===== config.mk =====
export PLATFORM = sky130hd
export DESIGN_NAME = instr_fetch_unit
export DESIGN_NICKNAME = d
export VERILOG_FILES = /design/src/rtl/mips_pkg.sv /design/src/rtl/fetch_fifo.sv /design/src/rtl/instr_fetch_unit.sv
export SDC_FILE = /design/constraint.sdc
export NUM_CORES = 1
export LEC_CHECK = 0
export CAP_MARGIN = 20
export CORE_ASPECT_RATIO = 1.4
export CORE_MARGIN = 1
export CORE_UTILIZATION = 50
export DETAILED_ROUTE_END_ITERATION = 8
export HOLD_SLACK_MARGIN = 0.03
export PLACE_DENSITY = 0.77
export SLEW_MARGIN = 20
export SYNTH_ARGS = -nofsm -noshare
export SYNTH_HDL_FRONTEND = slang
export SYNTH_HIERARCHICAL = 1
export SYNTH_SLANG_ARGS = --single-unit
export TNS_END_PERCENT = 5

===== constraint.sdc =====
create_clock -name clock -period 3.7 [get_ports clock]
set_clock_uncertainty 0.15 [all_clocks]
set_input_delay 0.74 -clock clock [delete_from_list [all_inputs] [get_ports clock]]
set_output_delay 0.74 -clock clock [all_outputs]
set_load 0.05 [all_outputs]

===== src/rtl/mips_pkg.sv =====
// Shared MIPS front-end types and constants.
// Used by the fetch stage and its instruction buffer.
package mips_pkg;

  localparam int WORD_W = 32;
  localparam int INSTR_BYTES = 4;
  localparam logic [WORD_W-1:0] RESET_PC_DEF = 32'h0000_0000;

  typedef enum logic [1:0] {
    REQ,
    WAIT,
    DROP
  } fetch_state_t;

  typedef struct packed {
    logic [WORD_W-1:0] instr;
    logic [WORD_W-1:0] pc;
  } if_id_t;

endpackage


===== src/rtl/fetch_fifo.sv =====
// Instruction buffer holding {instr, pc} pairs.
// Flush dominates push; storage clears on reset.
module fetch_fifo
  import mips_pkg::*;
#(
  parameter int DEPTH = 4
) (
  input  logic                         clock,
  input  logic                         reset,
  input  logic                         push,
  input  logic                         pop,
  input  logic                         flush,
  input  if_id_t                       push_data,
  output if_id_t                       head,
  output logic [$clog2(DEPTH+1)-1:0]   count
);

  localparam int PW = $clog2(DEPTH);
  localparam int CW = $clog2(DEPTH+1);

  if_id_t          mem_q [DEPTH];
  logic [PW-1:0]   wr_ptr_q;
  logic [PW-1:0]   rd_ptr_q;
  logic [CW-1:0]   count_q;

  always_ff @(posedge clock) begin
    if (reset) begin
      wr_ptr_q <= '0;
      rd_ptr_q <= '0;
      count_q  <= '0;
      for (int i = 0; i < DEPTH; i++) begin
        mem_q[i] <= '0;
      end
    end else if (flush) begin
      wr_ptr_q <= '0;
      rd_ptr_q <= '0;
      count_q  <= '0;
    end else begin
      if (push) begin
        mem_q[wr_ptr_q] <= push_data;
        wr_ptr_q        <= wr_ptr_q + 1'b1;
      end
      if (pop) begin
        rd_ptr_q <= rd_ptr_q + 1'b1;
      end
      unique case ({push, pop})
        2'b10:   count_q <= count_q + 1'b1;
        2'b01:   count_q <= count_q - 1'b1;
        default: count_q <= count_q;
      endcase
    end
  end

  assign head  = mem_q[rd_ptr_q];
  assign count = count_q;

endmodule


===== src/rtl/instr_fetch_unit.sv =====
// Fetch stage: owns the fetch PC, one outstanding memory read,
// and a small buffer of {instr, pc} feeding the decoder.
module instr_fetch_unit
  import mips_pkg::*;
#(
  parameter logic [31:0] RESET_PC = RESET_PC_DEF,
  parameter int          DEPTH    = 4
) (
  input  logic        clock,
  input  logic        reset,
  input  logic        redirect_valid,
  input  logic [31:0] redirect_pc,
  output logic        mem_req,
  output logic [31:0] mem_addr,
  input  logic        mem_gnt,
  input  logic        mem_rvalid,
  input  logic [31:0] mem_rdata,
  output logic        inst_valid,
  input  logic        inst_ready,
  output logic [31:0] inst_data,
  output logic [31:0] inst_pc,
  output logic [31:0] inst_pc_plus4
);

  localparam int CW = $clog2(DEPTH+1);
  localparam logic [CW-1:0] FULL    = CW'(DEPTH);
  localparam logic [CW-1:0] FULL_M1 = CW'(DEPTH-1);
  localparam logic [WORD_W-1:0] STEP = WORD_W'(INSTR_BYTES);

  fetch_state_t      state_q, state_d;
  logic [WORD_W-1:0] fetch_pc_q, fetch_pc_d;
  logic [WORD_W-1:0] req_pc_q, req_pc_d;

  logic [CW-1:0] count;
  if_id_t        head;
  if_id_t        push_data;
  logic          push, pop, gnt, live;

  assign live = !reset && !redirect_valid;

  always_comb begin
    mem_req = 1'b0;
    if (live) begin
      unique case (state_q)
        REQ:     mem_req = count < FULL;
        WAIT:    mem_req = mem_rvalid && (count < FULL_M1);
        default: mem_req = 1'b0;
      endcase
    end
  end

  assign gnt        = mem_req && mem_gnt;
  assign push       = live && (state_q == WAIT) && mem_rvalid;
  assign inst_valid = live && (count != '0);
  assign pop        = inst_valid && inst_ready;
  assign push_data  = '{instr: mem_rdata, pc: req_pc_q};

  always_comb begin
    state_d    = state_q;
    fetch_pc_d = fetch_pc_q;
    req_pc_d   = req_pc_q;
    if (redirect_valid) begin
      fetch_pc_d = {redirect_pc[31:2], 2'b00};
      if (state_q != REQ) begin
        state_d = mem_rvalid ? REQ : DROP;
      end
    end else begin
      unique case (state_q)
        REQ:     state_d = REQ;
        WAIT:    state_d = mem_rvalid ? REQ : WAIT;
        DROP:    state_d = mem_rvalid ? REQ : DROP;
        default: state_d = REQ;
      endcase
      // back-to-back issue overrides the return to REQ
      if (gnt) begin
        req_pc_d   = fetch_pc_q;
        fetch_pc_d = fetch_pc_q + STEP;
        state_d    = WAIT;
      end
    end
  end

  always_ff @(posedge clock) begin
    if (reset) begin
      state_q    <= REQ;
      fetch_pc_q <= RESET_PC;
      req_pc_q   <= '0;
    end else begin
      state_q    <= state_d;
      fetch_pc_q <= fetch_pc_d;
      req_pc_q   <= req_pc_d;
    end
  end

  fetch_fifo #(
    .DEPTH(DEPTH)
  ) u_fifo (
    .clock    (clock),
    .reset    (reset),
    .push     (push),
    .pop      (pop),
    .flush    (redirect_valid),
    .push_data(push_data),
    .head     (head),
    .count    (count)
  );

  assign mem_addr      = fetch_pc_q;
  assign inst_data     = head.instr;
  assign inst_pc       = head.pc;
  assign inst_pc_plus4 = head.pc + STEP;

endmodule


==> results of run 1 <==
state kept, by name, summed over array words and instances (netlist names), named ones only:
name,cells
u_fifo/count,3
u_fifo/wr_ptr_q,2
u_fifo/mem_q,256
u_fifo/rd_ptr_q,2
req_pc_q,30
state_q,2
mem_addr,30
logic make-up after synthesis:
group	synth area share (%)
other	0.0252
AND/OR/NAND/NOR	17.4
AO/OA/AOI/OAI	3.60
adder cells (fa/ha/maj)	0.639
flip-flops	61.2
XOR/XNOR	3.18
buffers and inverters	4.13
multiplexers	9.79
layer usage:
| layer | vias to the layer above | share of wire [%] |
|---|---|---|
| met5 | - | 0 |
| met4 | 0 | 3.1 |
| met3 | 69 | 6.5 |
| met2 | 449 | 53 |
| met1 | 4998 | 38 |
| li1 | 4724 | - |
stage by stage:
stage	cells	setup TNS [ns]	utilization (%)	hold WS (ns)	instance area (sq um)
after global placement	1736	0	60.0	0.295	17500
after CTS	1808	-0.444	64.0	0.307	18700
final	1813	-0.0264	64.6	0.306	18900
after global routing	1813	-0.607	64.6	0.325	18900
after floorplan	1205	-2.29	-	0.287	14900
after detailed placement	1736	0	60.0	0.298	17500
what timing repair did:
item / CTS / global route
setup endpoints to repair: 59 / 25
setup buffers: 20 / 4
cloned: 0 / 1
gates resized for setup: 37 / 21
pin swaps: 6 / 6
layout make-up:
type,instances,share of cell area [%]
Timing Repair Buffer,258,15.7
Inverter,14,0.278
Sequential cell,327,48.2
Multi-Input combinational cell,782,28.6
Clock buffer,31,3.88
Tap cell,380,2.52
Clock inverter,21,0.874
worst min-delay path, cell delays in order, from the launching register on:
cell and delay (ns):
dfxtp_1 0.31, nand2_1 0.05, a21oi_1 0.05
cell usage in the layout (no fill, tap or decap), types with 32 or more instances in the layout:
cell type	synthesis	layout
clkdlybuf4s50_1	0	145
buf_4	4	47
dfxtp_1	71	69
edfxtp_1	256	256
mux4_2	60	61
nand2_1	90	88
nor2_1	293	291
a21oi_1	37	37
buf_12	6	47
xnor2_1	41	32
nand2b_1	70	66
cells in the mapped netlist, drive strengths merged:
library cell	instances
a31oi	11
nor4b	3
and2	9
o41ai	1
nand2	90
or3	6
or2	2
edfxtp	256
o311ai	1
and4	8
nand3b	1
o31a	1
a22oi	1
o31ai	1
buf	47
clkbuf	35
inv	14
and3	4
ha	6
a31o	2
a2111oi	1
nand3	25
o21ai	3
dfxtp	71
nor3	14
a311oi	3
xnor2	41
mux4	64
nor4	15
conb	1
and2b	1
nor2b	5
or4	4
nor2	293
nand4	17
o211ai	3
nand2b	70
xor2	13
o22ai	6
fa	1
a21oi	37
a211oi	15
worst max-delay path by stage:
stage	to	slack [ns]	cells after the start
4_1_cts	inst_pc_plus4[26]	-0.08	10
6_report	inst_pc_plus4[22]	-0.01	10
3_3_place_gp	inst_pc_plus4[27]	0.13	8
3_5_place_dp	inst_pc_plus4[27]	0.12	8
5_1_grt	inst_pc_plus4[19]	-0.11	9
2_1_floorplan	inst_pc_plus4[22]	-0.24	8
power by group:
| group | internal, uW | switching (uW) | total [uW] | leakage (uW) |
|---|---|---|---|---|
| Combinational | 324 | 512 | 837 | 0.00272 |
| Clock | 1570 | 1320 | 2890 | 0.000440 |
| Sequential | 4070 | 76.0 | 4150 | 0.00321 |
==> results.yml, run 1 <==
routing:
  vias_per_cell: 5.65
  wirelength_um: 36100
  drtIter0Drc: 710
  vias: 10200
  drc: 0
  ant_nets: 0
  dr.pass1.iters: 5
  wire_per_inst_um: 19.9
floorplanning:
  die_h_um: 206
  initial_utilization_pct: 50.8
  num_rows: 74
  die_area_sq_mm: 0.0304
  io_pins: 200
  coreArea_sq_mm: 0.0293
  die_w_um: 148
cts:
  ctsHoldBuffers: 0
  cts_tree: "yes"
  clk-insertion-delay-late_ns: 0.55
  clock-sinks: 327
  clock_tree.buffer_depth: 3
  htree_levels: 1
  cts_inserted_buffers: 29
  path_clk_slew_ns: 0.06
  root_buffer: "clkbuf_16"
global_routing:
  grt.total_usage_pct: 24.0
  grt_use_met3_pct: 2.52
  overflow: 0
  met2_usage_pct: 44.9
  met1_usage_pct: 28.4
  grt_pass1_vias: 10500
  antenna_found_initial: 0
  grt_max_degree: 65
  top_usage_layer: "met2"
  grt_pass1_wl_um: 56400
run_status:
  status: "finished, violations left"
  violations: "setup timing"
critical_path:
  r2r_cells: 5
  end_kind: "primary output"
  crit_buf_inv: 4
  path_delay_family: "buffers and inverters"
  crit_top_cell: "buf_12"
  critical_path_class: "flop to primary output"
  crit_chain: "buf_12 -> buf_6 -> mux4_2 -> ha_4 -> and2_4 -> nand3_4 -> buf_12 -> nor3_2 -> xor2_1 -> clkbuf_16"
  r2r-start: "mem_addr[9]"
  reg2reg_slack_ns: 0.94
  cp.arrival_ns: 2.82
  start_kind: "flop"
  reg2reg_to: "mem_addr[23]"
  required_ns: 2.81
  cp_max_fo: 8
  cp_slowest_stage_delay_ns: 0.54
  crit_slowest_cell: "mux4_2"
power:
  power_density_mw_per_mm2: 417
  power.leakage_uw: 0.00637
  power.total_uw: 7880
  peakVddDrop_mv: 0.323
yosys:
  yosysTopAreaCellShare_pct: 51.7
  avgSynthCellArea_sq_um: 12.4
  synth_seq_cells: 327
  syn_inst: 1202
  synth-seq-area-share_pct: 61.2
  synth_area_sq_mm: 0.0149
  synth.distinct_cells: 50
  yosysTopAreaCell: "edfxtp_1"
  synth_area_leaders: "edfxtp_1 (52%), dfxtp_1 (9.6%), mux4_2 (9.1%)"
  ys_warn_count: 6
timing:
  rsz0062_at_grt: "true"
  finalHoldViolCount: 0
  setup_viol: 2
  post-route-period-util_pct: 100
  fmax_ghz: 0.269
  maxSlewViolCount: 0
  tightest_slew_ns: 0.846
  timing.final.ws_setup_ns: -0.0147
  relSlewSlack_pct: 43.6
  finalCriticalPeriod_ns: 3.71
finish:
  drive_above_1_share_pct: 17.0
  regArea_sq_mm: 0.00912
  layout.nets: 1489
  nFillCells: 2156
  synthToLayoutAreaGrowth_pct: 27.1
  antennaDiodeCount: 0
  multi_input_area_sq_mm: 0.00540
placed_design:
  place_congestion: 0.833
  portBuffers: 195
  pre_cts_slack_ns: 0.117
  hpwl_um: 22600
worst_hold_path:
  hp-start: "req_pc_q[9]"
  hold_depth: 2
  min_to: "req_pc_q[9]"
  hold_path.class: "flop to flop"
job:
  max_cap_viol_count: 0
(Power assumes the default switching activity.)
==> inputs of run 2 (changes only) <==
--- a/config.mk
+++ b/config.mk
@@ -12,6 +12,7 @@
 export DETAILED_ROUTE_END_ITERATION = 8
 export HOLD_SLACK_MARGIN = 0.03
 export PLACE_DENSITY = 0.77
+export REMOVE_ABC_BUFFERS = 1
 export SLEW_MARGIN = 20
 export SYNTH_ARGS = -nofsm -noshare
 export SYNTH_HDL_FRONTEND = slang
==> run 2 against run 1 <==
Net effect:
- the flow still finishes with violations (setup timing)
- via count fell by 1.1%
- critical endpoint is now inst_pc_plus4[23]
- worst setup slack got worse by 0.058 ns
- largest power group unchanged
- hold slack got worse by 0.0014 ns
- flip-flop and latch count did not move
- utilization rose by 0.56 points
- global-route usage fell by 0.56 points
- clock-buffer cell count rose by 9
- first-iteration DRC count fell by 12%
- routed wire length fell by 0.98%
- sequential share of layout area fell by 0.41 points
- register-to-register slack improved by 0.06 ns
==> results.yml, run 2 (synthesis results as in run 1) <==
timing:
  fin_hold_ws_ns: 0.304
  maxSlewViolCount: 0
  timing.final.ws_setup_ns: -0.0730
  finalHoldViolCount: 0
  finalCriticalPeriod_ns: 3.77
  fmax_ghz: 0.265
  setup_viol: 9
  relSlewSlack_pct: 46.5
  post-route-period-util_pct: 102
  tightest_slew_ns: 0.798
  rsz0062_at_grt: "true"
routing:
  wl_met2_um: 19000
  wire_per_inst_um: 19.7
  drtIter0Drc: 622
  wirelength_um: 35700
  wl_met1_um: 13200
  dr.pass1.iters: 5
  vias_per_cell: 5.59
  dr_wl_met3_um: 2130
  routed.top_layer: "met4"
  drc: 0
  ant_nets: 0
  vias: 10100
placed_design:
  pre_cts_slack_ns: 0.0285
  portBuffers: 195
  place_congestion: 0.852
  hpwl_um: 21600
power:
  power.total_uw: 8220
  power.leakage_uw: 0.00657
  p_clk_share_pct: 39.3
  internal-power_uw: 6320
  power_frac_comb_pct: 10.2
  power_density_mw_per_mm2: 432
  peakVddDrop_mv: 0.394
  switching_share_pct: 23.2
  p_sw_uw: 1910
  power_frac_seq_pct: 50.4
cts:
  cts_inserted_buffers: 30
  path_clk_slew_ns: 0.07
  clock_tree.buffer_depth: 3
  clk-insertion-delay-late_ns: 0.54
  clock-sinks: 327
  root_buffer: "clkbuf_16"
  cts_tree: "yes"
  htree_levels: 1
critical_path:
  crit_slowest_cell: "mux4_2"
  crit_chain: "buf_12 -> mux4_2 -> and4_4 -> buf_6 -> nand4_1 -> buf_6 -> nor3_2 -> buf_4 -> nand4_1 -> xnor2_2 -> buf_12"
  cp.arrival_ns: 2.88
  cp_max_fo: 8
  critical_path_class: "flop to primary output"
  start_kind: "flop"
  end_kind: "primary output"
  reg2reg_slack_ns: 1.00
  path_delay_family: "buffers and inverters"
  crit_buf_inv: 5
  required_ns: 2.81
  reg2reg_to: "mem_addr[23]"
  r2r_cells: 5
  cp_slowest_stage_delay_ns: 0.37
  r2r-start: "mem_addr[9]"
run_status:
  status: "finished, violations left"
  violations: "setup timing"
floorplanning:
  initial_utilization_pct: 50.8
  die_w_um: 148
  io_pins: 200
  coreArea_sq_mm: 0.0293
  die_h_um: 206
  die_area_sq_mm: 0.0304
  num_rows: 74
finish:
  largest_reg_flops: 256
  fin_util_pct: 65.1
  antennaDiodeCount: 0
  layout_commonest_cell: "nor2_1"
  multi_input_area_sq_mm: 0.00539
  nFillCells: 2172
  drive_above_1_share_pct: 17.0
  layout.nets: 1485
  final_cell_mix: "nor2_1 (291), edfxtp_1 (256), clkdlybuf4s50_1 (140)"
  regArea_sq_mm: 0.00912
  synthToLayoutAreaGrowth_pct: 28.2
  top_register: "u_fifo/mem_q"
global_routing:
  grt_max_degree: 87
  grt_pass1_vias: 10400
  overflow: 0
  antenna_found_initial: 0
  grt.total_usage_pct: 23.5
  grt_pass1_wl_um: 55000
worst_hold_path:
  hp-start: "req_pc_q[16]"
  hold_depth: 2
  hold_path.class: "flop to flop"
  min_to: "req_pc_q[16]"
job:
  max_cap_viol_count: 0
==> run 2: cell count changes in the layout (fill, tap and decap cells not counted), sizes merged <==
| cell | delta |
|---|---|
| bufbuf | +1 |
| clkinvlp | -2 |
| bufinv | +2 |
| dlymetal6s2s | +12 |
| buf | -4 |
| clkbuf | +7 |
| dlygate4sd2 | -7 |
| clkinv | -5 |
| clkdlybuf4s50 | -5 |
==> run 2: worst max path at each step <==
stage / depth (start not counted) / end
3_5_place_dp: 7 / inst_pc_plus4[30]
6_report: 11 / inst_pc_plus4[23]
4_1_cts: 10 / inst_pc_plus4[31]
2_1_floorplan: 6 / inst_pc_plus4[30]
5_1_grt: 11 / inst_pc_plus4[23]
3_3_place_gp: 7 / inst_pc_plus4[30]
==> run 2: metrics by stage <==
step | std cells | cell area, sq um | setup TNS (ns)
floorplan | 1123 | 14300 | -316.45
global placement | 1732 | 17500 | 0
detailed placement | 1732 | 17500 | 0
CTS | 1807 | 18900 | -0.898
global route | 1812 | 19100 | -1.81
finish | 1812 | 19100 | -0.306
==> run 2: cell type report <==
cell class	count	area share, %
inverters	14	0.276
multi-input cells	782	28.3
clock buffers	40	4.52
flip-flops and latches	327	47.8
well taps	380	2.49
repair buffers	253	15.6
clock inverters	16	1.01
==> run 2: metal layers <==
metal  vias up  global-route usage (%)
li1       4721                       -
met1      4923                    27.2
met2       401                    44.2
met3        81                    2.05
met4         0                    9.83
met5         -                       0
==> run 2: repair_timing <==
item	4_1_cts	5_1_grt
buffers inserted	18	5
endpoints found under the setup margin	45	34
gates resized for setup	28	30
pin swaps	8	6
hold buffers	0	0
cloned	1	0
==> run 2: power by group through the flow <==
stage / Clock, uW / Sequential [uW] / Combinational (uW)
after global routing: 3410 / 4160 / 881
after global placement: 0 / 4210 / 823
final: 3240 / 4150 / 842
after floorplan: 0 / 4290 / 384
after detailed placement: 0 / 4220 / 829
after CTS: 3290 / 4150 / 841
==> run 2: tightest hold or removal path: stages, from the launching register on <==
cell	delay, ns
dfxtp_1	0.31
nand2_1	0.05
a21oi_1	0.05
